## src/rtl/dpram_burst_reader.sv

```systemverilog
// dpram_burst_reader
// Read-side master for a dual-port RAM with a registered read port. Given a
// start address and a word count it issues sequential reads (wrapping at the
// top of the address space) and streams the returned words out on a
// valid/ready interface. At most 4 words are ever buffered or in flight.
//
// Ports:
//   clk, rst_n          clock, synchronous active-low reset
//   start, start_addr,  burst request (honoured only when busy=0)
//   length
//   busy, done          burst in progress / one-cycle completion pulse
//   ram_rd_en,          RAM read port request (registered)
//   ram_rd_addr
//   ram_dout            RAM read data, valid one cycle after rd_en is sampled
//   m_valid, m_data,    output stream
//   m_ready
module dpram_burst_reader #(
    parameter int unsigned DATA_W = 8,
    parameter int unsigned ADDR_W = 4
) (
    input  logic              clk,
    input  logic              rst_n,
    input  logic              start,
    input  logic [ADDR_W-1:0] start_addr,
    input  logic [ADDR_W:0]   length,
    output logic              busy,
    output logic              done,
    output logic              ram_rd_en,
    output logic [ADDR_W-1:0] ram_rd_addr,
    input  logic [DATA_W-1:0] ram_dout,
    output logic              m_valid,
    output logic [DATA_W-1:0] m_data,
    input  logic              m_ready
);

    typedef enum logic [1:0] {StIdle, StRun, StDrain} state_e;

    localparam logic [ADDR_W:0] LenOne = 1;
    localparam int unsigned TailDepth = 3;

    state_e              state_q, state_d;
    logic [ADDR_W-1:0]   addr_q, addr_d;
    logic [ADDR_W-1:0]   rd_addr_q, rd_addr_d;
    logic [ADDR_W:0]     issue_cnt_q, issue_cnt_d;
    logic [ADDR_W:0]     pop_cnt_q, pop_cnt_d;
    logic                busy_q, busy_d;
    logic                done_q, done_d;
    // pipe_q[0]: read request on the RAM port this cycle (drives ram_rd_en)
    // pipe_q[1]: RAM has sampled our request, ram_dout holds our word
    logic [1:0]          pipe_q, pipe_d;
    logic [DATA_W-1:0]   head_q, head_d;
    logic                head_vld_q, head_vld_d;
    logic [DATA_W-1:0]   tail_q [TailDepth];
    logic [DATA_W-1:0]   tail_d [TailDepth];
    logic [1:0]          tail_cnt_q, tail_cnt_d;

    logic                pop;
    logic                cap;
    logic                load;
    logic                issue;
    logic                credit_ok;
    logic [2:0]          occ;
    logic [3:0]          credit_sum;
    logic                tail_wr;
    logic [1:0]          tail_wr_idx;

    assign pop = head_vld_q & m_ready;
    assign cap = pipe_q[1];

    // Words held plus reads in flight, plus the read we would issue now,
    // must fit in 4 slots once this edge's pop is accounted for.
    assign occ        = {2'b00, head_vld_q} + {1'b0, tail_cnt_q};
    assign credit_sum = {1'b0, occ} + {3'b000, pipe_q[0]} + {3'b000, pipe_q[1]} + 4'd1;
    assign credit_ok  = credit_sum <= (4'd4 + {3'b000, pop});

    // Control FSM, address generation and counters.
    always_comb begin
        state_d     = state_q;
        addr_d      = addr_q;
        rd_addr_d   = rd_addr_q;
        issue_cnt_d = issue_cnt_q;
        pop_cnt_d   = pop_cnt_q;
        busy_d      = busy_q;
        done_d      = 1'b0;
        issue       = 1'b0;

        if (pop) begin
            pop_cnt_d = pop_cnt_q - 1'b1;
        end

        unique case (state_q)
            StIdle: begin
                if (start) begin
                    if (length != '0) begin
                        // First read goes out immediately; FIFO and pipe are empty here.
                        issue       = 1'b1;
                        rd_addr_d   = start_addr;
                        addr_d      = start_addr + 1'b1;
                        issue_cnt_d = length - 1'b1;
                        pop_cnt_d   = length;
                        busy_d      = 1'b1;
                        state_d     = (length == LenOne) ? StDrain : StRun;
                    end else begin
                        done_d = 1'b1;
                    end
                end
            end
            StRun: begin
                if (credit_ok) begin
                    issue       = 1'b1;
                    rd_addr_d   = addr_q;
                    addr_d      = addr_q + 1'b1;
                    issue_cnt_d = issue_cnt_q - 1'b1;
                    if (issue_cnt_q == LenOne) begin
                        state_d = StDrain;
                    end
                end
            end
            StDrain: begin
                if (pop && (pop_cnt_q == LenOne)) begin
                    state_d = StIdle;
                    busy_d  = 1'b0;
                    done_d  = 1'b1;
                end
            end
            default: begin
                state_d = StIdle;
            end
        endcase

        pipe_d = {pipe_q[0], issue};
    end

    // Output buffer: registered head plus a 3-deep shift queue behind it.
    always_comb begin
        head_d      = head_q;
        head_vld_d  = head_vld_q;
        tail_d      = tail_q;
        tail_cnt_d  = tail_cnt_q;
        tail_wr     = 1'b0;
        tail_wr_idx = tail_cnt_q;
        load        = !head_vld_q || pop;

        if (load) begin
            if (tail_cnt_q != 2'd0) begin
                head_d     = tail_q[0];
                head_vld_d = 1'b1;
                tail_d[0]  = tail_q[1];
                tail_d[1]  = tail_q[2];
                if (cap) begin
                    tail_wr     = 1'b1;
                    tail_wr_idx = tail_cnt_q - 1'b1;
                end else begin
                    tail_cnt_d = tail_cnt_q - 1'b1;
                end
            end else if (cap) begin
                head_d     = ram_dout;
                head_vld_d = 1'b1;
            end else begin
                head_vld_d = 1'b0;
            end
        end else if (cap) begin
            tail_wr     = 1'b1;
            tail_wr_idx = tail_cnt_q;
            tail_cnt_d  = tail_cnt_q + 1'b1;
        end

        for (int i = 0; i < TailDepth; i++) begin
            if (tail_wr && (tail_wr_idx == 2'(i))) begin
                tail_d[i] = ram_dout;
            end
        end
    end

    always_ff @(posedge clk) begin
        if (!rst_n) begin
            state_q     <= StIdle;
            addr_q      <= '0;
            rd_addr_q   <= '0;
            issue_cnt_q <= '0;
            pop_cnt_q   <= '0;
            busy_q      <= 1'b0;
            done_q      <= 1'b0;
            pipe_q      <= 2'b00;
            head_q      <= '0;
            head_vld_q  <= 1'b0;
            tail_cnt_q  <= 2'd0;
            for (int i = 0; i < TailDepth; i++) begin
                tail_q[i] <= '0;
            end
        end else begin
            state_q     <= state_d;
            addr_q      <= addr_d;
            rd_addr_q   <= rd_addr_d;
            issue_cnt_q <= issue_cnt_d;
            pop_cnt_q   <= pop_cnt_d;
            busy_q      <= busy_d;
            done_q      <= done_d;
            pipe_q      <= pipe_d;
            head_q      <= head_d;
            head_vld_q  <= head_vld_d;
            tail_cnt_q  <= tail_cnt_d;
            for (int i = 0; i < TailDepth; i++) begin
                tail_q[i] <= tail_d[i];
            end
        end
    end

    assign busy        = busy_q;
    assign done        = done_q;
    assign ram_rd_en   = pipe_q[0];
    assign ram_rd_addr = rd_addr_q;
    assign m_valid     = head_vld_q;
    assign m_data      = head_q;

endmodule

```

## config.mk

```make
export PLATFORM = sky130hd
export DESIGN_NAME = dpram_burst_reader
export DESIGN_NICKNAME = d
export VERILOG_FILES = /design/src/rtl/dpram_burst_reader.sv
export SDC_FILE = /design/constraint.sdc
export NUM_CORES = 1
export LEC_CHECK = 0
export ABC_AREA = 1
export CORE_UTILIZATION = 45
export CTS_CLUSTER_DIAMETER = 80
export DETAILED_ROUTE_END_ITERATION = 10
export GPL_ROUTABILITY_DRIVEN = 0
export PLACE_DENSITY = 0.67
export SETUP_SLACK_MARGIN = 0.2
export SYNTH_ARGS = -nofsm -noshare
export SYNTH_HDL_FRONTEND = slang
export SYNTH_SLANG_ARGS = --single-unit
```

## constraint.sdc

```tcl
create_clock -name clk -period 2.65 [get_ports clk]
set_input_delay 0.53 -clock clk [delete_from_list [all_inputs] [get_ports clk]]
set_output_delay 0.53 -clock clk [all_outputs]
set_load 0.01 [all_outputs]
```

==> flow_summary_export.csv <==
group,metric,value,unit
floorplan,die_width,84.8,um
finish,syn_to_final_growth,21.5,%
min_path,hold_path.startpoint,"tail_q[4]",
timing,maxSlewHeadroom,0.691,
clock_tree,cts_max_level,3,
worst_setup_path,startpoint_type,"flip-flop",
min_path,worstHoldPathType,"flip-flop to flip-flop",
timing,setup_viol_count_final,0,
floorplan,io-pin-count,37,
worst_setup_path,cp_data_arrival_time,2.57,ns
finish,layoutNonFillerInstCount,560,
timing,fin_tns_setup,0,ns
placed_design,place_inst,544,
run_status,violations,"design-rule violations",
worst_setup_path,worst_ep_required_time,2.87,ns
floorplan,rows,29,
synth,post_synth_inst_count,438,
run,drv.max_cap_violation_count,0,
timing,rsz_0062_raised_after_global_routing,"no",
global_routing,grt_antenna_before_repair,0,
synth,part_of_the_yosys_area_used_for_sequential_elements,0.383,
timing,report.final.hold_viol_count,0,
clock_tree,cts_tree,"done",
power_and_ir_drop,total_power,0.00391,W
global_routing,grtUsageTotal,0.222,
synth,number_of_flops_mapped_to_enable_cells_by_yosys,0,
global_routing,grt_pass1_vias,2699,
worst_setup_path,timing.rr.start,"pipe_q[1]",
floorplan,dieHeight,84.8,um
clock_tree,clock_sink_count,59,
routing,post_detailed_route_drc_marker_count,3,
finish,drive_gt1_frac,0.101,
worst_setup_path,path_cells,"inv_4 > ha_1 > inv_1 > fa_2 > inv_1 > ha_1 > nor2_2 > o21ai_2 > nand2_2 > nand2_4 > nand2_4 > inv_4 > o21ai_0 > o21ai_0",
worst_setup_path,endpoint_kind,"flip-flop",
clock_tree,clock-root-buffer,"sky130_fd_sc_hd__clkbuf_8",
finish,insertedDiodeCount,0,
global_routing,global_route_wire_length_before_repair,12.6,mm
timing,hold_slack,0.442,ns
synth,post_synth_instance_area,0.00308,sq mm
synth,synth_area_per_cell,7.04,sq um
clock_tree,clk_pin_slew,0.06,ns
routing,route.detailed.wl_per_inst,13.2,um
power_and_ir_drop,powerDensity,1040,mW/mm^2
clock_tree,clock_insertion_delay_worst_skew,0.34,ns
power_and_ir_drop,max-vdd-ir-drop,522,uV
timing,finalWorstSetupSlack,0.302,ns
synth,synth.lib_cells_used.distinct,31,
worst_setup_path,worstPathMaxFanout,8,
synth,synth_nets,471,
worst_setup_path,critPathLaunch,"pipe_q[1]",
worst_setup_path,critical_path.max_stage_delay,0.51,ns
power_and_ir_drop,static-leakage-power,1.53,nW
global_routing,largest_net_degree_at_the_start_of_global_routing,19,
routing,wirelength,7.41,mm
timing,min_period,2.35,ns
worst_setup_path,worst_path_max_delay_cell,"sky130_fd_sc_hd__fa_2",
run_status,outcome,"complete, but fails checks",
routing,vias_per_cell,5.20,
synth,top_ff_cell_synth,"sky130_fd_sc_hd__dfxtp_1",
floorplan,fp.dieArea,0.00718,sq mm
synth,warning_count_from_the_yosys_run,0,
routing,firstDrtPassIters,9,
worst_setup_path,timing_worst_setup_path_type,"flip-flop to flip-flop",
clock_tree,clockBufferDepth,2,
clock_tree,cts_bufs_inserted,9,
floorplan,core,0.00649,sq mm
timing,timing.fmax,0.426,GHz
placed_design,preCtsSetupSlack,0.0828,ns
synth,asyncSetResetFlopFracSynth,0,
placed_design,io_buffers,36,
global_routing,global_route.overflow_total,0,
timing,final_min_period_over_clock_period,0.886,
floorplan,initial_utilization,0.474,
timing,timing.clock.skew,0.00933,ns
synth,ys_seq_elements,59,
clock_tree,cts_hold_buffers,0,
timing,finalMaxSlewViolations,0,
timing,worst_margin_slew,0.459,ns
routing,drtIter0Drc,133,
routing,ant_nets,0,
finish,num-nets-final,512,
routing,dr_total_vias,2910,
placed_design,hpwl,5.12,mm
## Yosys cell counts (4+ instances only)
cell	instances	share of area
sky130_fd_sc_hd__inv_1	50	0.061
sky130_fd_sc_hd__nor2_1	15	0.018
sky130_fd_sc_hd__ha_1	10	0.041
sky130_fd_sc_hd__clkbuf_1	5	0.0061
sky130_fd_sc_hd__o21ai_0	44	0.071
sky130_fd_sc_hd__nand2_1	119	0.14
sky130_fd_sc_hd__xor2_1	4	0.011
sky130_fd_sc_hd__nand3_1	32	0.052
sky130_fd_sc_hd__a21oi_1	37	0.060
sky130_fd_sc_hd__dfxtp_1	59	0.38
sky130_fd_sc_hd__a31oi_1	11	0.022
sky130_fd_sc_hd__o21ai_1	12	0.019
sky130_fd_sc_hd__nand2_2	8	0.016
sky130_fd_sc_hd__inv_2	4	0.0049
## worst max-delay path: cells and delay by family (launching register included)
family,cells,cell delay [ns]
adder cells (fa/ha/maj),3,1.06
AND/OR/NAND/NOR,4,0.38
flip-flops,1,0.37
AO/OA/AOI/OAI,3,0.22
buffers and inverters,4,0.20
## metrics by stage
step	utilization	area [sq um]
floorplan	-	3080
global placement	0.540	3510
detailed placement	0.540	3510
CTS	0.572	3710
global route	0.577	3740
finish	0.577	3740
## layout make-up
| type | instances | area [sq um] |
|---|---|---|
| fillers | 619 | 2750 |
| multi-input cells | 312 | 1640 |
| flip-flops and latches | 59 | 1190 |
| repair buffers | 43 | 417 |
| inverters | 54 | 208 |
| clock buffers | 13 | 159 |
| well taps | 77 | 96.3 |
| clock inverters | 2 | 35.0 |
## flip-flops by register name (all words and copies together), names as in the netlist
register	cells
busy	1
tail_q	24
state_q	2
issue_cnt_q	5
done	1
m_valid	1
tail_cnt_q	2
addr_q	4
m_data	8
pipe_q	2
ram_rd_addr	4
pop_cnt_q	5
## logic make-up after synthesis
logic type	Yosys count	share of synthesized area
compound gates	107	0.180
xor+xnor	7	0.0199
fa+ha+maj	12	0.0536
buf+inv	67	0.0901
flops	59	0.383
simple gates	186	0.273
## where the power goes
| group | switching, W | internal, W |
|---|---|---|
| clock network | 0.000347 | 0.000480 |
| registers | 0.000156 | 0.00114 |
| logic | 0.00112 | 0.000669 |
| total | 0.00163 | 0.00229 |
## routing by layer
metal | global-route usage | routed length [um]
met1 | 0.311 | 3830
met2 | 0.332 | 3180
met3 | 0.0413 | 277
met4 | 0.102 | 115
met5 | 0 | 0
## cells in the final DEF, fill, tap and decap left out, types with 2 or more instances in the layout
| master | n |
|---|---|
| sky130_fd_sc_hd__nand2_2 | 9 |
| sky130_fd_sc_hd__clkbuf_8 | 11 |
| sky130_fd_sc_hd__buf_4 | 6 |
| sky130_fd_sc_hd__nand2_4 | 2 |
| sky130_fd_sc_hd__a21oi_1 | 37 |
| sky130_fd_sc_hd__xnor2_1 | 3 |
| sky130_fd_sc_hd__inv_1 | 49 |
| sky130_fd_sc_hd__nand3_2 | 2 |
| sky130_fd_sc_hd__inv_2 | 3 |
| sky130_fd_sc_hd__a31oi_1 | 11 |
| sky130_fd_sc_hd__nor2_4 | 3 |
| sky130_fd_sc_hd__inv_4 | 2 |
| sky130_fd_sc_hd__o21ai_0 | 42 |
| sky130_fd_sc_hd__clkdlybuf4s50_1 | 36 |
| sky130_fd_sc_hd__clkbuf_1 | 2 |
| sky130_fd_sc_hd__dfxtp_1 | 57 |
| sky130_fd_sc_hd__o22ai_1 | 2 |
| sky130_fd_sc_hd__xor2_1 | 4 |
| sky130_fd_sc_hd__nand3_1 | 32 |
| sky130_fd_sc_hd__nor2_1 | 14 |
| sky130_fd_sc_hd__nand2_1 | 117 |
| sky130_fd_sc_hd__o21ai_1 | 13 |
| sky130_fd_sc_hd__ha_1 | 9 |
## path summary, 6_finish.rpt
check                                 endpoint  slack, ns  cells after the start
worst max-delay path            issue_cnt_q[1]       0.30                     14
worst min-delay path                 tail_q[4]       0.44                      2
worst max register to register  issue_cnt_q[1]       0.30                     14
worst min register to register       tail_q[4]       0.44                      2
## timing repair
item	CTS	global route
gates cloned	0	0
setup buffers	1	0
endpoints found under the setup margin	10	29
pin swaps	2	4
resized for setup	2	14
Note: power is estimated with default switching activity, not from simulation.
